**config.mk**
```make
export PLATFORM = sky130hd
export DESIGN_NAME = hazard_unit_flat
export DESIGN_NICKNAME = d
export VERILOG_FILES = /design/src/rtl/hazard_pkg.sv /design/src/rtl/hazard_if.sv /design/src/rtl/fwd_compare.sv /design/src/rtl/hazard_unit.sv /design/src/flat_wrapper.sv
export SDC_FILE = /design/constraint.sdc
export NUM_CORES = 1
export LEC_CHECK = 0
export CAP_MARGIN = 5
export CELL_PAD_IN_SITES_DETAIL_PLACEMENT = 1
export CELL_PAD_IN_SITES_GLOBAL_PLACEMENT = 1
export CORE_MARGIN = 10
export CORE_UTILIZATION = 38
export CTS_CLUSTER_DIAMETER = 40
export DETAILED_ROUTE_END_ITERATION = 12
export GPL_TIMING_DRIVEN = 1
export PLACE_DENSITY_LB_ADDON = 0.3
export SYNTH_ARGS = -nofsm -noshare
export SYNTH_HDL_FRONTEND = slang
export SYNTH_SLANG_ARGS = --single-unit
```
**constraint.sdc**
```tcl
create_clock -name clk -period 2.65 [get_ports clk]
set_input_delay 0.265 -clock clk [delete_from_list [all_inputs] [get_ports clk]]
set_output_delay 0.265 -clock clk [all_outputs]
set_load 0.02 [all_outputs]
```
**src/rtl/hazard_pkg.sv**
```systemverilog
// Shared types and constants for the pipeline hazard unit: operand-forward
// selects, FSM states and register index width.
package hazard_pkg;

  localparam int REG_AW = 5;

  typedef logic [REG_AW-1:0] reg_idx_t;

  typedef enum logic [1:0] {
    FWD_RF = 2'd0,
    FWD_MW = 2'd1,
    FWD_LD = 2'd2
  } fwd_sel_e;

  typedef enum logic {
    RUN      = 1'b0,
    LD_STALL = 1'b1
  } hz_state_e;

endpackage

```
**src/rtl/hazard_if.sv**
```systemverilog
// Signal bundle between the pipeline datapath (master) and the hazard unit
// (slave): DE-stage instruction descriptors in, forward/stall/flush controls out.
interface hazard_if;
  import hazard_pkg::*;

  reg_idx_t    de_rs1;
  reg_idx_t    de_rs2;
  logic        de_rs1_used;
  logic        de_rs2_used;
  reg_idx_t    de_rd;
  logic        de_reg_wr;
  logic        de_is_load;
  logic        de_valid;
  logic        br_taken;

  logic [1:0]  fwd_sel_a;
  logic [1:0]  fwd_sel_b;
  logic        stall_f;
  logic        stall_de;
  logic        flush_de;
  logic        flush_f;
  logic [31:0] stall_cnt;

  modport master (
    output de_rs1, de_rs2, de_rs1_used, de_rs2_used, de_rd,
           de_reg_wr, de_is_load, de_valid, br_taken,
    input  fwd_sel_a, fwd_sel_b, stall_f, stall_de, flush_de, flush_f, stall_cnt
  );

  modport slave (
    input  de_rs1, de_rs2, de_rs1_used, de_rs2_used, de_rd,
           de_reg_wr, de_is_load, de_valid, br_taken,
    output fwd_sel_a, fwd_sel_b, stall_f, stall_de, flush_de, flush_f, stall_cnt
  );

endinterface

```
**src/rtl/fwd_compare.sv**
```systemverilog
// Per-operand comparator: picks the forwarding source for one DE source
// register and flags a load-use hazard on it.
module fwd_compare
  import hazard_pkg::*;
(
  input  reg_idx_t rs,
  input  logic     rs_used,
  input  logic     de_valid,
  input  reg_idx_t mw_rd,
  input  logic     mw_we,
  input  logic     mw_ld,
  input  reg_idx_t ld_rd,
  input  logic     ld_we,
  output fwd_sel_e sel,
  output logic     hazard
);

  logic live;

  // NOTE: every output gets a default before the if-chain so no path leaves
  // it unassigned; otherwise synthesis infers a latch.
  always_comb begin
    sel    = FWD_RF;
    live   = rs_used && (rs != '0);
    if (live && mw_we && !mw_ld && (mw_rd == rs)) begin
      sel = FWD_MW;
    end else if (live && ld_we && (ld_rd == rs)) begin
      sel = FWD_LD;
    end
    hazard = de_valid && live && mw_we && mw_ld && (mw_rd == rs);
  end

endmodule

```
**src/rtl/hazard_unit.sv**
```systemverilog
// Hazard unit: tracks the MW and load-data stages, forwards operands, and
// inserts a one-cycle bubble on load-use hazards.
module hazard_unit
  import hazard_pkg::*;
(
  input  logic     clk,
  input  logic     rst,
  hazard_if.slave  hz
);

  reg_idx_t  mw_rd;
  logic      mw_we;
  logic      mw_ld;
  reg_idx_t  ld_rd;
  logic      ld_we;

  hz_state_e state;
  hz_state_e state_nxt;
  logic      stall;
  logic      flush_f;
  logic      haz_a;
  logic      haz_b;
  fwd_sel_e  sel_a;
  fwd_sel_e  sel_b;
  logic [31:0] stall_cnt_q;

  fwd_compare u_fwd_a (
    .rs       (hz.de_rs1),
    .rs_used  (hz.de_rs1_used),
    .de_valid (hz.de_valid),
    .mw_rd    (mw_rd),
    .mw_we    (mw_we),
    .mw_ld    (mw_ld),
    .ld_rd    (ld_rd),
    .ld_we    (ld_we),
    .sel      (sel_a),
    .hazard   (haz_a)
  );

  fwd_compare u_fwd_b (
    .rs       (hz.de_rs2),
    .rs_used  (hz.de_rs2_used),
    .de_valid (hz.de_valid),
    .mw_rd    (mw_rd),
    .mw_we    (mw_we),
    .mw_ld    (mw_ld),
    .ld_rd    (ld_rd),
    .ld_we    (ld_we),
    .sel      (sel_b),
    .hazard   (haz_b)
  );

  // In LD_STALL the MW slot already holds the bubble, so no second stall.
  always_comb begin
    state_nxt = state;
    stall     = 1'b0;
    unique case (state)
      RUN: begin
        if (haz_a || haz_b) begin
          stall     = 1'b1;
          state_nxt = LD_STALL;
        end
      end
      LD_STALL: state_nxt = RUN;
      default:  state_nxt = RUN;
    endcase
    flush_f = hz.br_taken && hz.de_valid && !stall;
  end

  // NOTE: sequential state uses non-blocking assignments so every register
  // samples pre-edge values regardless of statement order.
  always_ff @(posedge clk) begin
    if (rst) begin
      state       <= RUN;
      mw_rd       <= '0;
      mw_we       <= 1'b0;
      mw_ld       <= 1'b0;
      ld_rd       <= '0;
      ld_we       <= 1'b0;
      stall_cnt_q <= '0;
    end else begin
      state <= state_nxt;
      if (stall) begin
        mw_rd <= '0;
        mw_we <= 1'b0;
        mw_ld <= 1'b0;
      end else begin
        mw_rd <= hz.de_rd;
        mw_we <= hz.de_reg_wr && hz.de_valid;
        mw_ld <= hz.de_is_load && hz.de_valid;
      end
      ld_rd <= mw_rd;
      ld_we <= mw_we && mw_ld;
      if (stall) begin
        stall_cnt_q <= stall_cnt_q + 32'd1;
      end
    end
  end

  // Outputs are forced quiet for the whole reset cycle, not just after it.
  assign hz.fwd_sel_a = rst ? 2'(FWD_RF) : 2'(sel_a);
  assign hz.fwd_sel_b = rst ? 2'(FWD_RF) : 2'(sel_b);
  assign hz.stall_f   = stall && !rst;
  assign hz.stall_de  = stall && !rst;
  assign hz.flush_de  = stall && !rst;
  assign hz.flush_f   = flush_f && !rst;
  assign hz.stall_cnt = rst ? 32'd0 : stall_cnt_q;

endmodule

```
**src/flat_wrapper.sv**
```systemverilog
// flat-port wrapper written by rule: the top's interface ports become plain ports
module hazard_unit_flat import hazard_pkg::*;
  (clk, rst, hz_de_rs1, hz_de_rs2, hz_de_rs1_used, hz_de_rs2_used, hz_de_rd, hz_de_reg_wr, hz_de_is_load, hz_de_valid, hz_br_taken, hz_fwd_sel_a, hz_fwd_sel_b, hz_stall_f, hz_stall_de, hz_flush_de, hz_flush_f, hz_stall_cnt);
  hazard_if hz_i ();
  input  logic clk;
  input  logic rst;
  input wire logic [$bits(hz_i.de_rs1)-1:0] hz_de_rs1;
  input wire logic [$bits(hz_i.de_rs2)-1:0] hz_de_rs2;
  input wire logic [$bits(hz_i.de_rs1_used)-1:0] hz_de_rs1_used;
  input wire logic [$bits(hz_i.de_rs2_used)-1:0] hz_de_rs2_used;
  input wire logic [$bits(hz_i.de_rd)-1:0] hz_de_rd;
  input wire logic [$bits(hz_i.de_reg_wr)-1:0] hz_de_reg_wr;
  input wire logic [$bits(hz_i.de_is_load)-1:0] hz_de_is_load;
  input wire logic [$bits(hz_i.de_valid)-1:0] hz_de_valid;
  input wire logic [$bits(hz_i.br_taken)-1:0] hz_br_taken;
  output wire logic [$bits(hz_i.fwd_sel_a)-1:0] hz_fwd_sel_a;
  output wire logic [$bits(hz_i.fwd_sel_b)-1:0] hz_fwd_sel_b;
  output wire logic [$bits(hz_i.stall_f)-1:0] hz_stall_f;
  output wire logic [$bits(hz_i.stall_de)-1:0] hz_stall_de;
  output wire logic [$bits(hz_i.flush_de)-1:0] hz_flush_de;
  output wire logic [$bits(hz_i.flush_f)-1:0] hz_flush_f;
  output wire logic [$bits(hz_i.stall_cnt)-1:0] hz_stall_cnt;
  assign hz_i.de_rs1 = hz_de_rs1;
  assign hz_i.de_rs2 = hz_de_rs2;
  assign hz_i.de_rs1_used = hz_de_rs1_used;
  assign hz_i.de_rs2_used = hz_de_rs2_used;
  assign hz_i.de_rd = hz_de_rd;
  assign hz_i.de_reg_wr = hz_de_reg_wr;
  assign hz_i.de_is_load = hz_de_is_load;
  assign hz_i.de_valid = hz_de_valid;
  assign hz_i.br_taken = hz_br_taken;
  assign hz_fwd_sel_a = hz_i.fwd_sel_a;
  assign hz_fwd_sel_b = hz_i.fwd_sel_b;
  assign hz_stall_f = hz_i.stall_f;
  assign hz_stall_de = hz_i.stall_de;
  assign hz_flush_de = hz_i.flush_de;
  assign hz_flush_f = hz_i.flush_f;
  assign hz_stall_cnt = hz_i.stall_cnt;
  hazard_unit u_core (.clk(clk), .rst(rst), .hz(hz_i));
endmodule
```
==> results_dict.tcl, run 1 <==
set metrics [dict create \
    status "completed" \
    slew-limit-headroom_pct 69.06 \
    pre_cts_ws_ps -350.7 \
    synth_fp_nets 323 \
    synth_warnings 0 \
    critPathMaxFanout 3 \
    wirelength_um 7665 \
    ff2ff_path_depth 8 \
    required_ps 2380 \
    clock_path_buffers 2 \
    powerDensity_nw_per_um2 353.0 \
    maxSlewViolCount 0 \
    period_share_pct 98.32 \
    holdPathStages 2 \
    hold_viol 0 \
    path_class "primary input to primary output" \
    finClkSkew_ps 10.74 \
    yosys.area.top_type_share_pct 33.81 \
    synthTopCellsByCount "dfxtp_1 (46), nor2_1 (43), nor2b_1 (35)" \
    start_util_pct 39.65 \
    max_slew.worst_pin.slew_ps 464.1 \
    syn_to_final_growth_pct 33.16 \
    die_y_um 104.7 \
    num_rows 30 \
    die_area_um2 10950 \
    post-route-worst-setup-slack_ps 44.53 \
    synthMuxAreaShare_pct 1.378 \
    postRouteAntennaNets 0 \
    clk_pin_slew_worst_paths_ps 90 \
    synth.ff_latch_count 46 \
    dp_hpwl_um 5926 \
    numCtsBuffers 5 \
    fin_area_um2 3627 \
    first_pass_iters 4 \
    clock.fmax_mhz 383.8 \
    p_leak_nw 1.249 \
    drive_gt1_share_pct 17.96 \
    fin_tns_setup_ps 0 \
    synth-simple-area-share_pct 30.27 \
    die_w_um 104.7 \
    n_antenna_cell 0 \
    wl_met3_um 371 \
    cap_violations 0 \
    hp-class "primary input to flip-flop" \
    clockRootBuffer "clkbuf_8" \
    clk_latency_ps 300 \
    synth.largest_area_cell "dfxtp_1" \
    synth_top_family_by_area "simple AND/OR/NAND/NOR gates" \
    syn_area_um2 2724 \
    synth_compound_area_share_pct 13.64 \
    drc_errors 0 \
    period_needed_ps 2605 \
    wl_met2_um 3985 \
    wl_per_cell_um 16.34 \
    synthTopCellsByArea "dfxtp_1 (34%), xnor2_1 (10%), a2111oi_2 (9.9%)" \
    avgSynthCellArea_um2 9.110 \
    post_synth_num_cell_types 37 \
    highest_layer "met4" \
    grt_max_degree 48 \
    crit_path_start_kind "primary input" \
    synth_edf_count 0 \
    ctsHtreeMaxLevel 2 \
    end_kind "primary output" \
    synthArstFlopShare_pct 0 \
    viasPerCell 4.972 \
    grt_usage_pct 13.84 \
    vias 2332 \
    drt_iter0_drc 79 \
    cts_num_sinks 46 \
    setup_viol 0 \
    power.total_mw 1.280 \
    post-place-cells 461 \
    placed_cell_area_um2 3520 \
    final_nets 396 \
    io_buffers 62 \
    gp_congestion 0.8022 \
    grt_overflow 0 \
    synthFlopType "dfxtp_1" \
    rsz0062_at_grt "true" \
    io_pins 63 \
    met1_length_um 3242 \
    synthAdderAreaFrac_pct 0.4593 \
    core_area_um2 6869 \
    arrival_ps 2340 \
    antenna_found_initial 0 \
    peakVddDrop_mv 0.2176 \
    fin_cells 469 \
    grt_pass1_vias 2492 \
    syn_inst 299 \
    grt_pass1_wl_um 12610 \
    synth_xor_area_share_pct 15.43 \
    ys_seq_area_share_pct 33.81 \
    yosysMostFrequentCell "dfxtp_1" \
    cts_tree "yes" \
]
-- critical path, cell delays in order --
cell and delay, ps:
clkdlybuf4s50_1 410, or4_1 560, o21ai_2 170, nand4b_2 180
buf_4 130, nor2_1 40, nor3_1 200, clkdlybuf4s15_1 370
-- cell families (layout without fill, tap and decap cells) --
group / after synthesis / after routing
and+or+nand+nor: 145 / 145
xor gates and xnor gates: 48 / 48
DFF: 46 / 46
AOI/OAI and AO/OA: 33 / 33
buffers and inverters: 23 / 97
muxes: 3 / 3
adders and majority gates: 1 / 1
-- where the power goes --
group	leakage [nW]	internal [mW]	switching, mW
combinational	0.828	0.0669	0.0571
sequential	0.373	0.699	0.0114
clock	0.0482	0.211	0.235
total	1.25	0.977	0.304
-- repair_timing --
action | in CTS | in global routing
hold buffers | 0 | 0
endpoints found under the hold margin | 0 | 0
setup endpoints to repair | 7 | 7
buffers inserted | 0 | 0
resized for setup | 14 | 4
pin swaps | 0 | 0
-- metal layers --
metal  vias up  track usage [%]
met1      1120            16.02
met4         0            4.510
met2        36            23.86
met3         5            4.115
met5         -                0
li1       1171                -
-- per-stage QoR --
stage / hold WS [ps] / utilization [%]
3_3_place_gp: 499.1 / 51.24
5_1_grt: 427.2 / 52.81
2_1_floorplan: 386.7 / -
3_5_place_dp: 510.0 / 51.24
6_report: 398.4 / 52.81
4_1_cts: 389.7 / 52.60
-- cell usage in the layout (no fill, tap or decap), types with 2 or more instances in the layout --
cell type / netlist / routed
clkdlybuf4s50_1: 0 / 53
a21oi_1: 9 / 8
nor2_1: 43 / 43
nand4_1: 10 / 10
xor2_1: 16 / 16
nand4b_2: 2 / 2
or4_1: 2 / 2
and4_1: 3 / 3
and2_1: 8 / 8
nor2b_1: 35 / 35
dlygate4sd2_1: 0 / 4
dfxtp_1: 46 / 46
a2111oi_2: 18 / 18
xnor2_1: 32 / 32
clkbuf_8: 0 / 6
inv_1: 5 / 5
nor4_2: 2 / 2
nand3_1: 8 / 8
nand2_1: 16 / 16
nand4b_1: 2 / 2
or2_1: 2 / 2
nor4_1: 2 / 2
buf_4: 3 / 21
clkdlybuf4s15_2: 0 / 2
a211oi_2: 3 / 3
o21ai_2: 0 / 2
nor3_1: 5 / 5
-- final timing paths --
kind | startpoint | endpoint | slack, ps
max | hz_de_rs1[0] | hz_fwd_sel_a[1] | 40
min | rst | u_core.stall_cnt_q[14] | 400
max reg2reg | u_core.mw_rd[1] | u_core.stall_cnt_q[26] | 360
min reg2reg | u_core.mw_we | u_core.ld_we | 520
-- sequential cells by signal, indices dropped and copies added (netlist names) --
signal              cells
u_core.mw_ld            1
u_core.ld_we            1
u_core.stall_cnt_q     32
u_core.state            1
u_core.mw_rd            5
u_core.ld_rd            5
u_core.mw_we            1
-- area by class of cell --
| class | count | area [µm²] |
|---|---|---|
| Fill cell | 821 | 3242 |
| Multi-Input combinational cell | 230 | 1683 |
| Sequential cell | 46 | 920.9 |
| Timing Repair Buffer | 84 | 793.3 |
| Tap cell | 96 | 120.1 |
| Clock buffer | 7 | 86.33 |
| Inverter | 5 | 18.77 |
| Clock inverter | 1 | 5.005 |
Power figures use the tool's default switching activity.
==> run 2, diff against run 1 <==
--- a/config.mk
+++ b/config.mk
@@ -14,6 +14,7 @@
 export DETAILED_ROUTE_END_ITERATION = 12
 export GPL_TIMING_DRIVEN = 1
 export PLACE_DENSITY_LB_ADDON = 0.3
+export SLEW_MARGIN = 10
 export SYNTH_ARGS = -nofsm -noshare
 export SYNTH_HDL_FRONTEND = slang
 export SYNTH_SLANG_ARGS = --single-unit
==> results of run 2 <==
Final layout, timing and power as in run 1 (identical DEF).
==> run 3, diff against run 2 <==
--- a/config.mk
+++ b/config.mk
@@ -8,11 +8,11 @@
 export CAP_MARGIN = 5
 export CELL_PAD_IN_SITES_DETAIL_PLACEMENT = 1
 export CELL_PAD_IN_SITES_GLOBAL_PLACEMENT = 1
+export CORE_ASPECT_RATIO = 0.6
 export CORE_MARGIN = 10
 export CORE_UTILIZATION = 38
 export CTS_CLUSTER_DIAMETER = 40
 export DETAILED_ROUTE_END_ITERATION = 12
-export GPL_TIMING_DRIVEN = 1
 export PLACE_DENSITY_LB_ADDON = 0.3
 export SLEW_MARGIN = 10
 export SYNTH_ARGS = -nofsm -noshare
==> run 3 against run 2 <==
Compared with the run above:
- via count up 2.7%
- highest routed layer unchanged
- critical path type is now primary input to flip-flop
- sequential power is essentially flat
- maximum frequency is 3.1% higher
- largest power group unchanged
- register-to-register slack got worse by 40 ps
==> results_dict.tcl, run 3 (synthesis gave the netlist of run 1 again) <==
set metrics [dict create \
    grt_pass1_vias 2486 \
    layout_commonest_cell "clkdlybuf4s50_1" \
    period_share_pct 95.32 \
    vias 2394 \
    maxSlewViolCount 0 \
    crit_path_start_kind "primary input" \
    drt_iter0_drc 164 \
    arrival_ps 2710 \
    core_area_um2 6820 \
    syn_to_final_growth_pct 33.58 \
    hold_buffers 0 \
    rsz0062_at_grt "false" \
    clock.fmax_mhz 395.9 \
    gp_congestion 0.8676 \
    hold_viol 0 \
    hp-class "primary input to flip-flop" \
    cap_violations 0 \
    period_needed_ps 2526 \
    n_antenna_cell 0 \
    required_ps 2830 \
    hp-start "rst" \
    viasPerCell 5.204 \
    path_class "primary input to flip-flop" \
    largest_reg_flops 32 \
    setup_viol 0 \
    die_area_um2 11070 \
    grt_usage_pct 14.67 \
    reg_top3 "u_core.stall_cnt_q: 32 flops, u_core.ld_rd: 5 flops, u_core.mw_rd: 5 flops" \
    start_util_pct 39.94 \
    cts_tree "yes" \
    postRouteAntennaNets 0 \
    ctsHtreeMaxLevel 2 \
    cpMaxStageDelayCell "or4_1" \
    critPathBufInv 3 \
    max_slew.worst_pin.slew_ps 451.7 \
    num_rows 23 \
    antenna_found_initial 0 \
    slowest_delay_ps 580 \
    clk_latency_ps 290 \
    slew-limit-headroom_pct 69.80 \
    end_kind "flip-flop" \
    finClkSkew_ps 5.090 \
    path_delay_family "buffers and inverters" \
    placed_cell_area_um2 3496 \
    peakVddDrop_mv 0.2220 \
    cp-startpoint "hz_de_rs2[3]" \
    first_pass_iters 4 \
    drc_errors 0 \
    dp_hpwl_um 6233 \
    post-route-worst-setup-slack_ps 124.1 \
    critPathMaxFanout 28 \
    p_leak_nw 1.274 \
    grt_pass1_wl_um 13060 \
    layout_common_cells "clkdlybuf4s50_1 (53), dfxtp_1 (46), nor2_1 (43)" \
    io_pins 63 \
    wl_per_cell_um 17.25 \
    top_register "u_core.stall_cnt_q" \
    grt_max_degree 37 \
    clk_pin_slew_worst_paths_ps 70 \
    wirelength_um 7937 \
    io_buffers 62 \
    clock_path_buffers 2 \
    die_y_um 85.58 \
    crit_top_cell "buf_4" \
    cts_num_sinks 46 \
    powerDensity_nw_per_um2 409.4 \
    drive_gt1_share_pct 19.30 \
    final_nets 396 \
    numCtsBuffers 5 \
    status "completed" \
    die_w_um 129.3 \
    grt_overflow 0 \
    path_cells "clkdlybuf4s50_1 -> or4_1 -> o21ai_2 -> nand4b_2 -> buf_4 -> buf_4 -> a211oi_2 -> nand2_1 -> mux2_1" \
    timing.rr.start "u_core.mw_rd[3]" \
    clockRootBuffer "clkbuf_16" \
    post_cts_buffers 0 \
    pre_cts_ws_ps -312.4 \
    fin_area_um2 3638 \
]
## run 3: repair_timing
| action | CTS | global route |
|---|---|---|
| endpoints found under the setup margin | 6 | 8 |
| cloned | 0 | 0 |
| endpoints found under the hold margin | 0 | 0 |
| gates resized for setup | 9 | 18 |
## run 3: area by class of cell
| cell class | instances | area (µm²) |
|---|---|---|
| multi-input combinational | 230 | 1683 |
| fill | 820 | 3182 |
| clock inverter | 2 | 12.51 |
| sequential | 46 | 920.9 |
| timing repair buffer | 84 | 755.7 |
| clock buffer | 6 | 138.9 |
| tap | 87 | 108.9 |
| inverter | 5 | 18.77 |
## run 3: final timing paths
| check | to | cells after the start | slack (ps) |
|---|---|---|---|
| min reg2reg | u_core.ld_we | 2 | 540 |
| min | u_core.ld_we | 2 | 370 |
| max | u_core.stall_cnt_q[26] | 9 | 120 |
| max reg2reg | u_core.stall_cnt_q[5] | 8 | 320 |
## run 3: per-layer routing
layer	routed length, µm	vias up	global-route usage, %
met3	516	5	5.347
li1	-	1186	-
met5	0	-	0
met1	4049	1156	20.45
met4	62	0	3.392
met2	3308	47	20.75
## run 3: stage by stage
stage                     util (%)  total power, mW  std cells  hold WS [ps]  TNS [ps]
final                        53.35            1.490        460         367.3         0
after global routing         53.35            1.555        460         390.1         0
after floorplan                  -           0.7776        299         386.7         0
after detailed placement     51.26           0.8502        452         507.1     -1742
after CTS                    53.48            1.502        460         364.0         0
after global placement       51.26           0.8468        452         499.8     -1264
## run 3: power breakdown
part	internal, mW	total [mW]	switching, mW
Clock	0.374	0.654	0.280
Sequential	0.700	0.713	0.0134
Combinational	0.0654	0.123	0.0576
